File: config.mk
export PLATFORM = sky130hd
export DESIGN_NAME = led_matrix_pwm_scanner
export DESIGN_NICKNAME = d
export VERILOG_FILES = /design/src/rtl/led_matrix_pkg.sv /design/src/rtl/led_frame_buffer.sv /design/src/rtl/led_matrix_pwm_scanner.sv
export SDC_FILE = /design/constraint.sdc
export NUM_CORES = 2
export LEC_CHECK = 0
export CORE_UTILIZATION = 48
export DETAILED_ROUTE_END_ITERATION = 6
export GPL_ROUTABILITY_DRIVEN = 0
export PLACE_DENSITY = 0.74
export SLEW_MARGIN = 15
export SYNTH_ARGS = -nofsm -noshare
export SYNTH_HDL_FRONTEND = slang
export SYNTH_HIERARCHICAL = 1
export SYNTH_SLANG_ARGS = --single-unit
File: constraint.sdc
create_clock -name clk -period 3.3 [get_ports clk]
set_input_delay 0.495 -clock clk [delete_from_list [all_inputs] [get_ports clk]]
set_output_delay 0.495 -clock clk [all_outputs]
set_load 0.005 [all_outputs]
File: src/rtl/led_matrix_pkg.sv
// Shared types and helpers for the row-multiplexed RGB LED matrix driver.
// Holds the scan state encoding, colour slot indices and the gamma duty mapping.
package led_matrix_pkg;

    typedef enum logic [1:0] {
        S_IDLE  = 2'd0,
        S_BLANK = 2'd1,
        S_SHOW  = 2'd2
    } scan_state_e;

    localparam int unsigned COL_R = 2;
    localparam int unsigned COL_G = 1;
    localparam int unsigned COL_B = 0;

    // Full scale is pinned to full scale so the brightest code stays brightest.
    function automatic int unsigned gamma_duty(input int unsigned v, input int unsigned bits);
        int unsigned vmax;
        vmax = (32'd1 << bits) - 32'd1;
        if (v == vmax) begin
            return vmax;
        end
        return (v * v) >> bits;
    endfunction

endpackage

File: src/rtl/led_frame_buffer.sv
// Double-banked pixel store: one write port into either bank and a registered
// read port that returns a whole row of one bank per read.
module led_frame_buffer #(
    parameter int unsigned p_row_num    = 8,
    parameter int unsigned p_column_num = 8,
    parameter int unsigned p_word_bits  = 12
) (
    input  logic                                  clk,
    input  logic                                  wr_en_i,
    input  logic                                  wr_bank_i,
    input  logic [$clog2(p_row_num)-1:0]          wr_row_i,
    input  logic [$clog2(p_column_num)-1:0]       wr_col_i,
    input  logic [p_word_bits-1:0]                wr_data_i,
    input  logic                                  rd_en_i,
    input  logic                                  rd_bank_i,
    input  logic [$clog2(p_row_num)-1:0]          rd_row_i,
    output logic [p_column_num*p_word_bits-1:0]   rd_data_o
);

    logic [p_word_bits-1:0] mem_q [2][p_row_num][p_column_num];

    always_ff @(posedge clk) begin
        if (wr_en_i) begin
            mem_q[wr_bank_i][wr_row_i][wr_col_i] <= wr_data_i;
        end
    end

    for (genvar c = 0; c < p_column_num; c++) begin : g_rd_col
        always_ff @(posedge clk) begin
            if (rd_en_i) begin
                rd_data_o[c*p_word_bits +: p_word_bits] <= mem_q[rd_bank_i][rd_row_i][c];
            end
        end
    end

endmodule

File: src/rtl/led_matrix_pwm_scanner.sv
// Row-scanning RGB LED matrix driver with per-colour PWM and a bank-swapped frame store.
// Define LED_MATRIX_GAMMA_EN to map intensities through a square-law duty curve.
module led_matrix_pwm_scanner
    import led_matrix_pkg::*;
#(
    parameter int unsigned p_row_num      = 8,
    parameter int unsigned p_column_num   = 8,
    parameter int unsigned p_pwm_bits     = 4,
    parameter int unsigned p_slot_cycles  = 2,
    parameter int unsigned p_blank_cycles = 2
) (
    input  logic                              clk,
    input  logic                              rst,
    input  logic                              enable,
    input  logic                              wr_valid,
    output logic                              wr_ready,
    input  logic [$clog2(p_row_num)-1:0]      wr_row,
    input  logic [$clog2(p_column_num)-1:0]   wr_col,
    input  logic [3*p_pwm_bits-1:0]           wr_rgb,
    input  logic                              swap_req,
    output logic                              swap_ack,
    output logic [p_row_num-1:0]              row_anode,
    output logic [3*p_column_num-1:0]         col_cell,
    output logic                              frame_done
);

    localparam int unsigned ROW_W  = $clog2(p_row_num);
    localparam int unsigned WORD_W = 3 * p_pwm_bits;
    localparam int unsigned SUB_W  = (p_slot_cycles > 1) ? $clog2(p_slot_cycles) : 1;
    localparam int unsigned BLK_W  = (p_blank_cycles > 1) ? $clog2(p_blank_cycles) : 1;
    localparam logic [p_row_num-1:0] ROW0 = {{(p_row_num-1){1'b0}}, 1'b1};

    scan_state_e                 state_q, state_d;
    logic [ROW_W-1:0]            row_q, row_d;
    logic [BLK_W-1:0]            blank_q, blank_d;
    logic [SUB_W-1:0]            sub_q, sub_d;
    logic [p_pwm_bits-1:0]       slot_q, slot_d;
    logic                        front_q, front_d;
    logic                        pending_q, pending_d;
    logic                        swap_ack_q, swap_ack_d;
    logic                        frame_done_q, frame_done_d;
    logic                        apply_swap;
    logic                        show;
    logic                        fb_wr_en;
    logic [p_column_num*WORD_W-1:0] row_data;

    function automatic logic [p_pwm_bits-1:0] pixel_duty(input logic [p_pwm_bits-1:0] v);
`ifdef LED_MATRIX_GAMMA_EN
        return p_pwm_bits'(gamma_duty(32'(v), p_pwm_bits));
`else
        return v;
`endif
    endfunction

    assign fb_wr_en = wr_valid & ~pending_q
                    & (32'(wr_row) < p_row_num) & (32'(wr_col) < p_column_num);

    led_frame_buffer #(
        .p_row_num    (p_row_num),
        .p_column_num (p_column_num),
        .p_word_bits  (WORD_W)
    ) u_frame_buffer (
        .clk       (clk),
        .wr_en_i   (fb_wr_en),
        .wr_bank_i (~front_q),
        .wr_row_i  (wr_row),
        .wr_col_i  (wr_col),
        .wr_data_i (wr_rgb),
        .rd_en_i   (state_q == S_BLANK),
        .rd_bank_i (front_q),
        .rd_row_i  (row_q),
        .rd_data_o (row_data)
    );

    always_ff @(posedge clk) begin
        if (rst) begin
            state_q      <= S_IDLE;
            row_q        <= '0;
            blank_q      <= '0;
            sub_q        <= '0;
            slot_q       <= '0;
            front_q      <= 1'b0;
            pending_q    <= 1'b0;
            swap_ack_q   <= 1'b0;
            frame_done_q <= 1'b0;
        end else begin
            state_q      <= state_d;
            row_q        <= row_d;
            blank_q      <= blank_d;
            sub_q        <= sub_d;
            slot_q       <= slot_d;
            front_q      <= front_d;
            pending_q    <= pending_d;
            swap_ack_q   <= swap_ack_d;
            frame_done_q <= frame_done_d;
        end
    end

    always_comb begin
        state_d      = state_q;
        row_d        = row_q;
        blank_d      = blank_q;
        sub_d        = sub_q;
        slot_d       = slot_q;
        front_d      = front_q;
        pending_d    = pending_q;
        swap_ack_d   = 1'b0;
        frame_done_d = 1'b0;
        apply_swap   = 1'b0;

        case (state_q)
            S_IDLE: begin
                apply_swap = pending_q;
                if (enable) begin
                    state_d = S_BLANK;
                    blank_d = '0;
                end
            end
            S_BLANK: begin
                if (blank_q == BLK_W'(p_blank_cycles - 1)) begin
                    state_d = S_SHOW;
                    sub_d   = '0;
                    slot_d  = '0;
                end else begin
                    blank_d = blank_q + BLK_W'(1);
                end
            end
            S_SHOW: begin
                if (sub_q == SUB_W'(p_slot_cycles - 1)) begin
                    sub_d = '0;
                    if (slot_q == '1) begin
                        // A disabled mid-frame row parks on itself so re-enable repeats it.
                        if (row_q == ROW_W'(p_row_num - 1)) begin
                            row_d        = '0;
                            frame_done_d = 1'b1;
                            apply_swap   = pending_q;
                        end else if (enable) begin
                            row_d = row_q + ROW_W'(1);
                        end
                        state_d = enable ? S_BLANK : S_IDLE;
                        blank_d = '0;
                    end else begin
                        slot_d = slot_q + p_pwm_bits'(1);
                    end
                end else begin
                    sub_d = sub_q + SUB_W'(1);
                end
            end
            default: state_d = S_IDLE;
        endcase

        if (apply_swap) begin
            front_d    = ~front_q;
            pending_d  = 1'b0;
            swap_ack_d = 1'b1;
        end else if (swap_req) begin
            pending_d = 1'b1;
        end
    end

    assign show       = (state_q == S_SHOW);
    assign wr_ready   = ~pending_q;
    assign swap_ack   = swap_ack_q;
    assign frame_done = frame_done_q;
    assign row_anode  = show ? (ROW0 << row_q) : '0;

    for (genvar c = 0; c < p_column_num; c++) begin : g_col
        assign col_cell[3*c+COL_R] = show & (slot_q < pixel_duty(row_data[c*WORD_W + COL_R*p_pwm_bits +: p_pwm_bits]));
        assign col_cell[3*c+COL_G] = show & (slot_q < pixel_duty(row_data[c*WORD_W + COL_G*p_pwm_bits +: p_pwm_bits]));
        assign col_cell[3*c+COL_B] = show & (slot_q < pixel_duty(row_data[c*WORD_W + COL_B*p_pwm_bits +: p_pwm_bits]));
    end

endmodule
; Word-level counts from Yosys, hierarchy flattened
; Memories as Yosys holds them, arrays and structs flattened. A register that Yosys moved wholly into a read port is not among the register bits.
; Cells that the tools add are included.
[word_totals]
ff_bits = 111
memories = 1
output_inout_bits = 35
in_bits = 23
word_cells = 145
ramBits = 1536
[op_classes]
magnitude_cmp = 29
reduce_logical = 13
muxes = 38
add_sub_neg = 4
n_eq_ne = 9
shift = 1
bitwise = 33
[mem_list]
columns = memory, words, word_bits, read_ports, rd_ports_with_merged_regs, wr, line
row1 = u_frame_buffer.mem_q, 2, 768, 1, 1, 1, led_frame_buffer.sv:20  ; logic [p_word_bits-1:0] mem_q [2][p_row_num][p_column_num];
[op_table]
columns = cell, count
row1 = $mux W768, 1
row2 = $bmux W96 S3, 1
row3 = $demux W96 S3, 1
row4 = $mux W96, 3
row5 = $lt A4 B4 Y1, 24
row6 = $demux W12 S3, 1
row7 = $and A1 B1 Y1, 25
row8 = $reduce_and A4 Y1, 4
row9 = $mux W1, 15
row10 = $ge A4 B4 Y1 const B, 3
row11 = $mux W12, 1
row12 = $mux W4, 3
row13 = $not A3 Y4, 3
row14 = $lt A4 B1 Y1 const B, 2
row15 = $mux W2, 4
row16 = $mux W8, 1
row17 = $ne A2 B2 Y1 const B, 4
row18 = $pmux W4 S2, 1
row19 = $shl A1 B3 Y8 const A, 1
row20 = $mux W3, 2
row21 = $pmux W2 S3, 1
row22 = $not A1 Y1, 5
row23 = $add A4 B1 Y4 const B, 1
row24 = $eq A4 B4 Y1 const B, 1
row25 = 15 further kinds, 19

; Logic depth before layout (Yosys ltp)
[logic_depth]
depth_word = 8
depth_mapped = 6
ltp_nobuf = 5

; Hierarchy
; The synthesis kept the hierarchy.
[modules_own_cells]
columns = module, n_inst, seq_area_each_um2, area_per_inst_um2, cells_each
row1 = led_frame_buffer, 1, 49007.0, 60918.4, 2614
row2 = led_matrix_pwm_scanner, 1, 300.3, 2773.9, 362

; Worst setup path after synthesis
; OpenSTA, ideal clock, no wires.
[synth_path]
path_kind = register -> register
start = register state_q[1]
end = register u_frame_buffer.rd_data_o[0] (enable)
setup_ns = 0.450
t_arrival_ns = 2.374
stages_incl_launch_ff = 3
n_path_buf = 0
period_less_slack_ns = 2.824
path_slack_ns = 0.476
t_required_ns = 2.850
path_cell_list = dfxtp_1 -> nand2b_1 -> inv_1
[synth_via]
elab_chain_len = 1
[synth_rtl]
columns = item, line
row1 = from (decl), led_matrix_pwm_scanner.sv:33  ; scan_state_e state_q, state_d;
row2 = from (signal assigned), led_matrix_pwm_scanner.sv:87  ; state_q <= state_d;
row3 = $eq A2 B1 Y1, led_matrix_pwm_scanner.sv:69  ; .rd_en_i (state_q == S_BLANK),
row4 = "to (signal, indexed assignment)", led_frame_buffer.sv:31  ; rd_data_o[c*p_word_bits +: p_word_bits] <= mem_q[rd_bank_i][rd_row_i][c];
row5 = to (decl), led_frame_buffer.sv:17  ; output logic [p_column_num*p_word_bits-1:0] rd_data_o
; Every way passes these cells.
; A chain may end at the register's enable or synchronous reset.

; Worst setup path in the final report
[layout_path]
start = register slot_q[1]
end = output col_cell[8]
[layout_via]
elab_chain_len = 2
[layout_rtl]
columns = item, line
row1 = from (decl), led_matrix_pwm_scanner.sv:37  ; logic [p_pwm_bits-1:0] slot_q, slot_d;
row2 = from (signal assigned), led_matrix_pwm_scanner.sv:91  ; slot_q <= slot_d;
row3 = $lt A4 B4 Y1, led_matrix_pwm_scanner.sv:168  ; assign col_cell[3*c+COL_R] = show & (slot_q < pixel_duty(row_data[c*WORD_W + COL_R*p_pwm_bits +: p_pwm_bits])) ...
row4 = $and A1 B1 Y1, led_matrix_pwm_scanner.sv:168
row5 = to (decl), led_matrix_pwm_scanner.sv:23  ; output logic [3*p_column_num-1:0] col_cell,
; Every way passes these cells.

==> impl_results.md <==
- Vias per cell: 5.98
- TritonCTS Buffers: 160
- Cell Area, Synth: ~64000 um^2
- Syn Inst Count: roughly 3000
- Skew final: between 0.04 and 0.05 ns
- Worst-Margin Slew: ~0.94 ns
- RR Startpoint: row_q[0]
- Top_reg_cell synth: edfxtp_1
- Pin count of the biggest net entering global routing: 111
- Async S/R FF share, synth: 0%
- F_max: approximately 320 MHz
- Status: completed
- Number of global-route vias before repair: roughly 31000
- Final setup viols: 0
- Gr usage total: 21.7%
- Slew Limit Headroom: 37.2%
- Crit path max fanout: 20
- Worst path slowest cell: clkdlybuf4s50_1
- Reg2reg path depth: 5
- Final TNS setup: 0 ns
- Warnings, synthesis: 6
- Initial drt markers: around 4000
- Netlist cell types: 43
- Initial antenna violation count: 8
- Crit end category: output pin
- Starting Density: between 40 and 50%
- Avg Inst Size Synth: between 20 and 25 um^2
- Final period util: a little over nine tenths
- CP startpoint: slot_q[1]
- Vias: around 31000
- 1st-pass router iterations: 5
- Die Area: between 100000 and 150000 um^2
- RR Endpoint: u_frame_buffer/rd_data_o[42]
- Area grow syn2layout: 14.8%
- Clk slew on worst S/H paths: ~0.06 ns
- Most frequent cell after synthesis: edfxtp_1
- I/O pin count: 58
- Final-stage net count: 3389
- Die width: about 370 um
- P_leak: 0.0233 uW
- Power Density: ~590 nW/um^2
- CTS tree: built
- Synth top cells by count: 1632 x edfxtp_1, 384 x mux4_2, 192 x a22oi_1
- Critical Path Max Stage Delay: approximately 0.53 ns
- WS Path Type: register to output pin
- MaxCap Viol Count: 0
- Placeable Area: ~130000 um^2
- Sinks on Clock Net: between 1500 and 2000
- Post-CTS Hold Fix Bufs: 0
- Maximum vdd ir drop: 443 uV
- Post-synthesis adder-cell area fraction: 1.55%
- Htree depth: 4
- Top cell type's share of synthesized area: ~77%
- Startpoint Class: register
- Global-route wire length before repair: 212000 um
- Row count: between 100 and 150
- Fillcell total: between 9000 and 10000
- HPWL after DPL: about 84000 um
- Reg-to-reg slack, setup: 0.79 ns
- Sequential share of the synthesized area: 77.4%
- Final Hold Violating Endpoints: 0
- Critical Path RT: about 2.8 ns
- Post-Synth XOR/XNOR Area: less than 1%
- Post-synthesis simple-gate area fraction: ~2.5%
- Die Y: 366 um
- DRT antenna net count: 0
- Hold crit path type: input pin to register
- Gr ovfl total: 0
- Remaining routing DRC violations: 0
- Top cells by area, synth: edfxtp_1 77%, mux4_2 14%, a22oi_1 2.3%
- Largest buffer count on any clock path: 3
- Port-buffer cells: 57
- Setup ws final: around 0.15 ns
- Yosys top cell by area: edfxtp_1
- Post-synth EDFFs: roughly 1600
- Share of cells above drive strength 1: between 20% and 30%
- Pre-CTS setup slack: 0.360 ns
- Routed WL: 145000 um
- Synth Register Bits: approximately 1600
- Setup crit end: col_cell[8]
- Clk Latency, worst-skew pair: slightly below 0.8 ns
- RSZ-0062 raised after global routing: false
- Mapped Nets: 3078
- Arrival @ worst endpoint: 2.65 ns
- Post-synthesis compound-gate area fraction: 3.19%
- Pins over their slew limit: 0
- Mux cell area share after synthesis: between 10% and 20%
- Routed WL per cell: 28.0 um
- Clock Root Buffer: clkbuf_16
- Largest family of logic cells by synthesized area: multiplexers
- Min Tclk post-route: between 3 and 4 ns
- Critical path, cell by cell: buf_12 -> ha_1 -> a211oi_1 -> o21a_2 -> clkdlybuf4s50_1
-- layer usage --
layer,global-route usage [%],vias up,part of all wire (%)
met5,0.534,-,0.094
met4,6.87,10,2.8
met3,5.27,233,9.9
met2,34.1,1552,48
met1,30.2,16183,39
li1,-,12975,-
-- registers in the layout, indices dropped and copies added, names as in the netlist --
signal / count
blank_q: 1
frame_done: 1
front_q: 1
pending_q: 1
row_q: 3
slot_q: 4
state_q: 2
sub_q: 1
swap_ack: 1
u_frame_buffer/mem_q: 1536
u_frame_buffer/rd_data_o: 96
-- cell type report --
class | instances | area, um^2 | area share [%]
Antenna cell | 6 | 15.0 | 0.0205
Timing Repair Buffer | 291 | 2740 | 3.75
Clock inverter | 82 | 927 | 1.27
Inverter | 80 | 303 | 0.414
Tap cell | 1755 | 2200 | 3.00
Multi-Input combinational cell | 1107 | 13300 | 18.2
Sequential cell | 1647 | 49300 | 67.5
Clock buffer | 210 | 4270 | 5.84
-- metrics by stage --
step	std cells	util (%)	power [uW]	instance area, um^2	hold slack, ns
2_1_floorplan	2976	-	24800	63700	0.468
3_3_place_gp	4873	51.5	25600	67800	0.489
3_5_place_dp	4873	51.5	25600	67800	0.504
4_1_cts	5168	55.5	43400	73100	0.125
5_1_grt	5172	55.5	44300	73100	0.156
6_report	5178	55.6	43200	73100	0.168
-- kinds of logic (layout without fill, tap and decap cells) --
group	count (synthesis)	count (layout)
buf+inv	222	663
other cells	0	6
simple gates	360	360
fa+ha+maj	79	79
mux	387	387
xor+xnor	1	1
flops	1647	1647
compound gates	280	280
-- critical path, delay by kind of cell (launching register included) --
| kind | cells | cell delay (ns) |
|---|---|---|
| fa+ha+maj | 1 | 0.28 |
| flops | 1 | 0.36 |
| compound gates | 2 | 0.47 |
| buf+inv | 2 | 0.76 |
-- report_power, final --
group | leakage, uW | switching [uW] | internal [uW] | total [uW]
Sequential | 0.0148 | 47.2 | 23100 | 23200
Combinational | 0.00592 | 1130 | 828 | 1950
Clock | 0.00253 | 7740 | 10300 | 18000
-- how the worst min path moves through the flow --
stage                   start                           end  slack (ns)  depth (start not counted)
floorplan             blank_q                       blank_q        0.47                          2
global placement      blank_q                       blank_q        0.49                          2
detailed placement    blank_q                       blank_q        0.50                          2
CTS                 wr_rgb[3]  u_frame_buffer/mem_q[0][519]        0.13                          1
global route        wr_rgb[3]  u_frame_buffer/mem_q[0][519]        0.16                          1
finish              wr_rgb[3]  u_frame_buffer/mem_q[0][519]        0.17                          1
-- placed cells by master (no fill, tap or decap), types with 8 or more instances in the layout --
cell type and instances:
nand3_1 10, bufinv_16 14, buf_4 211, mux4_2 384
a22oi_1 192, clkdlybuf4s50_1 45, nand2_1 115, dfxtp_1 8
inv_1 79, and3_1 8, nor2b_1 8, o21ai_0 26
clkbuf_1 43, clkinv_1 24, ha_1 78, o21a_1 20
a211oi_1 24, clkinv_2 26, nor2_1 161, nand2b_1 32
edfxtp_1 1632, clkbuf_16 161, buf_12 33
-- timing repair --
item	in CTS	in global routing
setup endpoints to repair	23	6
buffers inserted	2	4
gates cloned	1	0
gates resized for setup	6	6
(Power assumes the default switching activity.)
